<file path="config.mk">
export PLATFORM = sky130hd
export DESIGN_NAME = fetch_unit
export DESIGN_NICKNAME = d
export VERILOG_FILES = /design/src/rtl/fetch_unit.sv
export SDC_FILE = /design/constraint.sdc
export NUM_CORES = 1
export LEC_CHECK = 0
export CAP_MARGIN = 10
export CORE_ASPECT_RATIO = 1.1
export CORE_MARGIN = 2
export CORE_UTILIZATION = 49
export CTS_CLUSTER_DIAMETER = 150
export DETAILED_ROUTE_END_ITERATION = 7
export PLACE_DENSITY = 0.87
export REMOVE_ABC_BUFFERS = 1
export SLEW_MARGIN = 10
export SYNTH_ARGS = -nofsm -noshare
export SYNTH_HDL_FRONTEND = slang
export SYNTH_SLANG_ARGS = --single-unit
</file>
<file path="constraint.sdc">
create_clock -name clock -period 3.9 [get_ports clock]
set_input_delay 0.78 -clock clock [delete_from_list [all_inputs] [get_ports clock]]
set_output_delay 0.78 -clock clock [all_outputs]
set_load 0.02 [all_outputs]
</file>
<file path="src/rtl/fetch_unit.sv">
// fetch_unit: instruction-fetch stage of a 5-stage RISC-V pipeline.
// Owns the PC and keeps at most one imem request outstanding.
// Fills a single output slot (InstrF/PCF/PCPlus4F/ValidF) feeding IF/ID.
// A redirect from EX wins over everything else: it empties the slot,
// reloads the PC and, if a response is still in flight, marks it for drop.
module fetch_unit #(
   parameter logic [31:0] RESET_PC = 32'h0000_0000
) (
   input  logic        clock,
   input  logic        reset,
   input  logic        stall_d,
   input  logic        redirect,
   input  logic [31:0] redirect_pc,
   output logic        imem_req_valid,
   input  logic        imem_req_ready,
   output logic [31:0] imem_req_addr,
   input  logic        imem_rsp_valid,
   input  logic [31:0] imem_rsp_data,
   output logic [31:0] InstrF,
   output logic [31:0] PCF,
   output logic [31:0] PCPlus4F,
   output logic        ValidF
);

   typedef enum logic [1:0] {
      S_IDLE = 2'd0,
      S_REQ  = 2'd1,
      S_WAIT = 2'd2
   } state_t;

   state_t      r_state;
   state_t      w_state_nxt;
   logic [31:0] r_pc;
   logic [31:0] w_pc_nxt;
   logic        r_drop;
   logic        w_drop_nxt;

   logic [31:0] r_instr;
   logic [31:0] r_pcf;
   logic [31:0] r_pcp4;
   logic        r_valid;

   logic        w_consume;
   logic        w_slot_free;
   logic        w_issue;
   logic        w_accept;
   logic        w_rsp;
   logic        w_load;
   logic [31:0] w_redir_pc;
   logic [31:0] w_pc_plus4;

   // Handshake qualifiers shared by the FSM, PC and output slot.
   // A request may only go out when the slot will be empty after this edge,
   // so a response can never arrive with nowhere to land.
   always_comb begin
      w_consume   = r_valid & ~stall_d;
      w_slot_free = ~r_valid | w_consume;
      w_issue     = (r_state == S_REQ) & w_slot_free;
      w_accept    = w_issue & imem_req_ready;
      w_rsp       = (r_state == S_WAIT) & imem_rsp_valid;
      // Responses are only used in WAIT; a same-cycle redirect or a pending
      // drop turns a response into a discard.
      w_load      = w_rsp & ~r_drop & ~redirect;
      w_redir_pc  = redirect_pc & ~32'd3;
      w_pc_plus4  = r_pc + 32'd4;
   end

   // Next-state and drop-flag logic.
   always_comb begin
      w_state_nxt = r_state;
      w_drop_nxt  = r_drop;
      unique case (r_state)
         S_IDLE: begin
            w_state_nxt = S_REQ;
         end
         S_REQ: begin
            if (w_accept) begin
               w_state_nxt = S_WAIT;
               // Accepted with the old address while being redirected:
               // the coming response belongs to the wrong path.
               w_drop_nxt  = redirect;
            end
         end
         S_WAIT: begin
            if (imem_rsp_valid) begin
               // Response consumed (loaded or discarded); nothing in flight.
               w_state_nxt = S_REQ;
               w_drop_nxt  = 1'b0;
            end else if (redirect) begin
               w_drop_nxt  = 1'b1;
            end
         end
         default: begin
            w_state_nxt = S_IDLE;
            w_drop_nxt  = 1'b0;
         end
      endcase
   end

   // Next PC: redirect target, else advance on each accepted instruction.
   always_comb begin
      w_pc_nxt = r_pc;
      if (redirect) begin
         w_pc_nxt = w_redir_pc;
      end else if (w_load) begin
         w_pc_nxt = w_pc_plus4;
      end
   end

   // FSM state, PC and drop flag registers.
   always_ff @(posedge clock or negedge reset) begin
      if (!reset) begin
         r_state <= S_IDLE;
         r_pc    <= RESET_PC;
         r_drop  <= 1'b0;
      end else begin
         r_state <= w_state_nxt;
         r_pc    <= w_pc_nxt;
         r_drop  <= w_drop_nxt;
      end
   end

   // Output slot: redirect empties it, a load fills it, a consume empties it.
   // A load on the same edge as a consume overwrites the consumed entry.
   always_ff @(posedge clock or negedge reset) begin
      if (!reset) begin
         r_valid <= 1'b0;
         r_instr <= 32'd0;
         r_pcf   <= 32'd0;
         r_pcp4  <= 32'd0;
      end else if (redirect) begin
         r_valid <= 1'b0;
         r_instr <= 32'd0;
      end else if (w_load) begin
         r_valid <= 1'b1;
         r_instr <= imem_rsp_data;
         r_pcf   <= r_pc;
         r_pcp4  <= w_pc_plus4;
      end else if (w_consume) begin
         r_valid <= 1'b0;
         r_instr <= 32'd0;
      end
   end

   // imem address tracks the PC directly, so a redirect while a request is
   // waiting for ready changes the address on the following cycle.
   assign imem_req_valid = w_issue;
   assign imem_req_addr  = r_pc;

   assign InstrF   = r_instr;
   assign PCF      = r_pcf;
   assign PCPlus4F = r_pcp4;
   assign ValidF   = r_valid;

endmodule

</file>
==> results of run 1 <==
==> cells by family (layout without fill, tap and decap cells) <==
group	Yosys count	after routing	share of synthesized area [%]
simple gates	250	250	20.2
fa+ha+maj	4	4	0.872
compound gates	98	98	10.9
buf+inv	50	232	4.18
flops	126	126	54.9
mux	1	1	0.174
xor+xnor	57	57	8.69
other cells	1	6	0.0653
==> report_power, final <==
part           internal (W)  switching [W]
clock network       0.00107       0.000561
registers           0.00167       0.000267
logic              0.000876       0.000984
total               0.00362        0.00181
==> final cells by class <==
class | instances | area [um2]
sequential | 126 | 3150
tap | 150 | 188
timing repair buffer | 198 | 1970
clock buffer | 23 | 488
multi-input combinational | 416 | 2380
fill | 805 | 3120
inverter | 2 | 7.51
clock inverter | 9 | 133
==> state kept, by name, indices dropped and copies added (netlist names) <==
name           cells
InstrF            32
PCPlus4F          30
imem_req_addr     30
ValidF             1
PCF               30
r_drop             1
r_state            2
==> worst reg2reg max path, cell delays in order (launching register included) <==
cell     delay [ns]
dfrtp_1        0.48
ha_1           0.30
nand3_4        0.16
nor4_4         0.87
nand3_1        0.29
xor2_1         0.24
o21ai_1        0.08
==> metal layers <==
layer	global-route usage (%)	vias up	part of all wire (%)
met5	0	-	0
met4	9.82	0	2.5
met3	7.53	33	7.1
met2	41.9	200	51
met1	31.6	2387	39
li1	-	2311	-
==> cells in the mapped netlist (all sizes together) <==
cell type and n:
nand2 168, dfrtp 126, o21ai 61, xor2 39
a22o 32, clkbuf 29, nand3 21, buf 19
xnor2 18, nand4 17, nor2 12, nor3 8
nor4 5, and2 4, and4 4, ha 4
and3 3, nor2b 3, or2 3, inv 2
o22a 2, a21boi 1, a21oi 1, and2b 1
conb 1, mux2i 1, nand3b 1, o211ai 1
==> stage by stage <==
stage               instance area, um2  worst slack (ns)  utilization, %
detailed placement                7700             0.991            67.3
finish                            8320              1.08            72.7
global placement                  7700              1.08            67.3
floorplan                         5530             0.289               -
global route                      8320              1.01            72.7
CTS                               8320              1.07            72.7
==> worst paths after layout <==
check                            startpoint                 to  slack (ns)  cells past startpoint
setup reg to reg           imem_req_addr[2]  imem_req_addr[28]        1.35                      6
hold reg to reg                      PCF[2]             PCF[2]        0.47                      2
hold / removal                        reset             PCF[3]        0.45                      1
setup / recovery                    stall_d     imem_req_valid        1.08                      4
min in group clock                   PCF[2]             PCF[2]        0.47                      2
max in group asynchronous             reset            PCF[31]        2.63                      2
==> run summary, run 1 <==
Outcome - completed
Fin crit period - 2.82 ns
WL/cell - 16.8 um
CTS clk-pin slew, worst paths - 0.05 ns
CP delay by family, top - buffers and inverters
Slowest stage cell, crit path - clkdlybuf4s50_1
Worst-path cell chain - clkdlybuf4s50_1 > nand2_1 > and2_1 > clkdlybuf4s50_1
Postcts setup bufs - 0
CTS tree - done
Cell mode on critical path - clkdlybuf4s50_1
DRC - 0
Min-Delay Path Class - primary input to asynchronous set/reset pin
Hold WS - 0.454 ns
H-tree Lvls - 4
Final count of hold timing violations - 0
Synthesis-to-layout area growth - 44.9%
Slew HR - 34.9%
Sequential area share after synthesis - 54.9%
Tcrit/Tclk final - 72.4%
Clock latency on the worst-skew pair - 0.41 ns
Highest clock rate - 0.354 GHz
Initial core utilization - 50.2%
ANT nets after route - 0
Distinct cells, synth - 39
Antenna violations before repair - 0
Gp weighted congestion - 0.832
Critical Path End Type - primary output
Post-Synthesis Cells - 587
Worst setup SP type - primary input
Final non-filler cell total - 924
Commonest non-fill, non-tap cell in the layout - clkdlybuf4s50_1
Vias in the first global route - 5013
DIE AREA - 12600 um2
IO Pins - 200
DIE WIDTH - 107 um
P per Cell Area - 652 nW/um2
Port bufs - 191
Cell taking the most area after synthesis - dfrtp_1
Fin nets - 835
Total number of vias - 4931
Final setup fails - 0
DP HPWL - 10500 um
Pre-antenna DRT Iters - 5
Max-Cap Viols - 0
Clk sink count - 126
# resized after CTS - 0
CTS buffer count - 17
CTS Root Buffer Type - clkbuf_16
Placed cells - 892
RSZ-0062 raised after global routing - false
Ys Warns - 0
Leak - 3.63 nW
Layout cells sized above 1 - 6.72%
Syn_area_per_cell - 9.78 um2
WP data required - 3.12 ns
Routed vias/inst - 5.34
Top cell type's share of synthesized area - 54.9%
Hold_buf cts - 0
Worst EP arrival - 2.04 ns
Worst Max-Slew Pin Slew - 0.976 ns
Core Region - 11400 um2
Final Slew Violations - 0
Peak fanout along the critical path - 3
Yosys reg bits - 126
Die Ht - 118 um
Most frequent cells in the layout - 189 x clkdlybuf4s50_1, 167 x nand2_1, 126 x dfrtp_1
Largest net degree at the start of global routing - 94
Initial DRC Count - 231
Gr usage total - 25.5%
First-pass GRT wire length - 25100 um
Final Skew - 0.00825 ns
Congestion Overflow GR - 0
Largest cells by area after synthesis - dfrtp_1 55%, nand2_1 11%, xor2_1 5.9%
Peak VDD IR - 0.000318 V
Worst path bufs/invs - 2
Post-Route WL - 15500 um
FP Rows - 41
Antenna cells - 0
Post-Syn Area - 5740 um2
Kind of critical path - primary input to primary output
Slowest stage delay, CP - 0.61 ns
Setup TNS - 0 ns
Maximum root-to-sink buffer count - 2
Power Total - 0.00543 W
(Power assumes the default switching activity.)
==> run 2, diff against run 1 <==
--- a/config.mk
+++ b/config.mk
@@ -8,10 +8,10 @@
 export CAP_MARGIN = 10
 export CORE_ASPECT_RATIO = 1.1
 export CORE_MARGIN = 2
-export CORE_UTILIZATION = 49
+export CORE_UTILIZATION = 46
 export CTS_CLUSTER_DIAMETER = 150
 export DETAILED_ROUTE_END_ITERATION = 7
-export PLACE_DENSITY = 0.87
+export PLACE_DENSITY = 0.82
 export REMOVE_ABC_BUFFERS = 1
 export SLEW_MARGIN = 10
 export SYNTH_ARGS = -nofsm -noshare
==> constraint.sdc (replaced) <==
create_clock -name clock -period 2.9 [get_ports clock]
set_input_delay 0.58 -clock clock [delete_from_list [all_inputs] [get_ports clock]]
set_output_delay 0.58 -clock clock [all_outputs]
set_load 0.02 [all_outputs]
==> run summary, run 2 (synthesized netlist as in run 1, its figures left out) <==
DRC - 0 (unchanged)
Post-Route WL - 15800 um (+1.7%)
Synthesis-to-layout area growth - 46.0%
Worst-path cell chain - inv_1 > ha_1 > and2_1 > clkdlybuf4s50_1
IO Pins - 200 (unchanged)
Core Region - 12100 um2 (+5.7%)
Pre-antenna DRT Iters - 4 (-1)
Die Ht - 121 um (+3.1%)
Initial core utilization - 47.5% (-2.7 points)
Port bufs - 191 (unchanged)
Worst path bufs/invs - 2 (unchanged)
Peak fanout along the critical path - 4 (+1)
Hold_buf cts - 0 (unchanged)
Max reg flops - 32 (unchanged)
Commonest non-fill, non-tap cell in the layout - clkdlybuf4s50_1
Layout cells sized above 1 - 7.33% (+0.61 points)
Congestion Overflow GR - 0 (unchanged)
Fillers - 914 (+14%)
WL/cell - 17.0 um (+0.83%)
Final setup fails - 0 (unchanged)
Worst setup SP type - flop
Antenna violations before repair - 0 (unchanged)
Clock latency on the worst-skew pair - 0.42 ns (about the same)
CP delay by family, top - buffers and inverters
# resized after CTS - 0 (unchanged)
Slowest stage cell, crit path - clkdlybuf4s50_1
Highest clock rate - 0.411 GHz
Final Instance Area - 8380 um2 (+0.71%)
Tcrit/Tclk final - 83.9%
FP Rows - 42 (+2.4%)
Slowest stage delay, CP - 0.61 ns (about the same)
Core Util, Final - 69.3% (-3.4 points)
Gr usage total - 24.3% (-1.2 points)
Min-Delay Path Class - primary input to asynchronous set/reset pin
Maximum root-to-sink buffer count - 2 (unchanged)
Antenna cells - 0 (unchanged)
Slew HR - 54.0% (+19 points)
Final Skew - 0.0197 ns (+0.0114 ns)
Peak VDD IR - 0.000463 V (+46%)
DIE AREA - 13400 um2 (+6.3%)
DIE WIDTH - 111 um (+3.1%)
Outcome - completed
Leak - 3.66 nW (+0.90%)
Worst Max-Slew Pin Slew - 0.685 ns (-0.291 ns)
Postcts setup bufs - 0 (unchanged)
P per Cell Area - 879 nW/um2 (+35%)
Largest net degree at the start of global routing - 64 (-32%)
Critical Path End Type - primary output
Hold WS - 0.0271 ns (-0.427 ns)
CTS tree - done
Fin nets - 839 (+0.48%)
Routed vias/inst - 5.23 (-2.0%)
WP data required - 2.32 ns (-0.80 ns)
Dpl cell area - 7750 um2 (+0.62%)
Gp weighted congestion - 0.798 (-4.2%)
Vias in the first global route - 4985 (-0.56%)
DP HPWL - 10800 um (+3.4%)
RSZ-0062 raised after global routing - false
First-pass GRT wire length - 25800 um (+2.5%)
Final count of hold timing violations - 0 (unchanged)
CTS Root Buffer Type - clkbuf_16
Most frequent cells in the layout - 189 x clkdlybuf4s50_1, 167 x nand2_1, 126 x dfrtp_1
ANT nets after route - 0 (unchanged)
Clk sink count - 126 (unchanged)
Total number of vias - 4874 (-1.2%)
CTS buffer count - 17 (unchanged)
Max-Cap Viols - 0 (unchanged)
Initial DRC Count - 249 (+7.8%)
Kind of critical path - flop to primary output
Final Slew Violations - 0 (unchanged)
H-tree Lvls - 4 (unchanged)
Fin crit period - 2.43 ns
Worst EP arrival - 1.85 ns (-0.19 ns)
CTS clk-pin slew, worst paths - 0.06 ns (about the same)
run 2: cell types whose count changed in the layout (fill, tap and decap cells not counted):
| cell | previous run | this run |
|---|---|---|
| clkbuf_8 | 4 | 1 |
| inv_6 | 0 | 1 |
| buf_4 | 6 | 9 |
| buf_12 | 1 | 2 |
| clkbuf_1 | 2 | 1 |
| bufinv_16 | 3 | 4 |
| clkinv_4 | 2 | 4 |
run 2: layout make-up:
type	instances	area, um2	share of cell area, %
clock buffer	19	443	5.29
clock inverter	13	189	2.25
inverter	2	7.51	0.0896
multi-input combinational	416	2380	28.4
sequential	126	3150	37.6
tap	154	193	2.30
timing repair buffer	202	2020	24.1
run 2: path summary, 6_finish.rpt:
path	start	end	slack [ns]	cells after the start
max	r_state[1]	imem_req_valid	0.47	4
min	reset	PCF[3]	0.03	1
max reg2reg	imem_req_addr[9]	imem_req_addr[21]	0.70	5
min reg2reg	PCF[8]	PCF[8]	0.47	2
max in group asynchronous	reset	PCPlus4F[21]	2.11	2
min in group clock	PCF[8]	PCF[8]	0.47	2
run 2: power breakdown:
group          internal, W  total (W)  switching (W)
Combinational      0.00119    0.00252        0.00133
Clock              0.00146    0.00225       0.000789
Sequential         0.00224    0.00260       0.000352
run 2: per-layer routing:
| layer | GRT usage, % | wire [um] | up-vias |
|---|---|---|---|
| li1 | - | - | 2312 |
| met1 | 29.6 | 6420 | 2338 |
| met2 | 40.4 | 7880 | 195 |
| met3 | 7.79 | 1150 | 29 |
| met4 | 9.61 | 350 | 0 |
| met5 | 0 | 0 | - |
run 2: stage by stage:
stage / std cells / setup TNS, ns / power, W / worst slack (ns)
floorplan: 544 / -32.45 / 0.00376 / -0.578
global placement: 900 / 0 / 0.00505 / 0.377
detailed placement: 900 / 0 / 0.00515 / 0.307
CTS: 932 / 0 / 0.00744 / 0.436
global route: 932 / 0 / 0.00774 / 0.398
finish: 932 / 0 / 0.00737 / 0.468
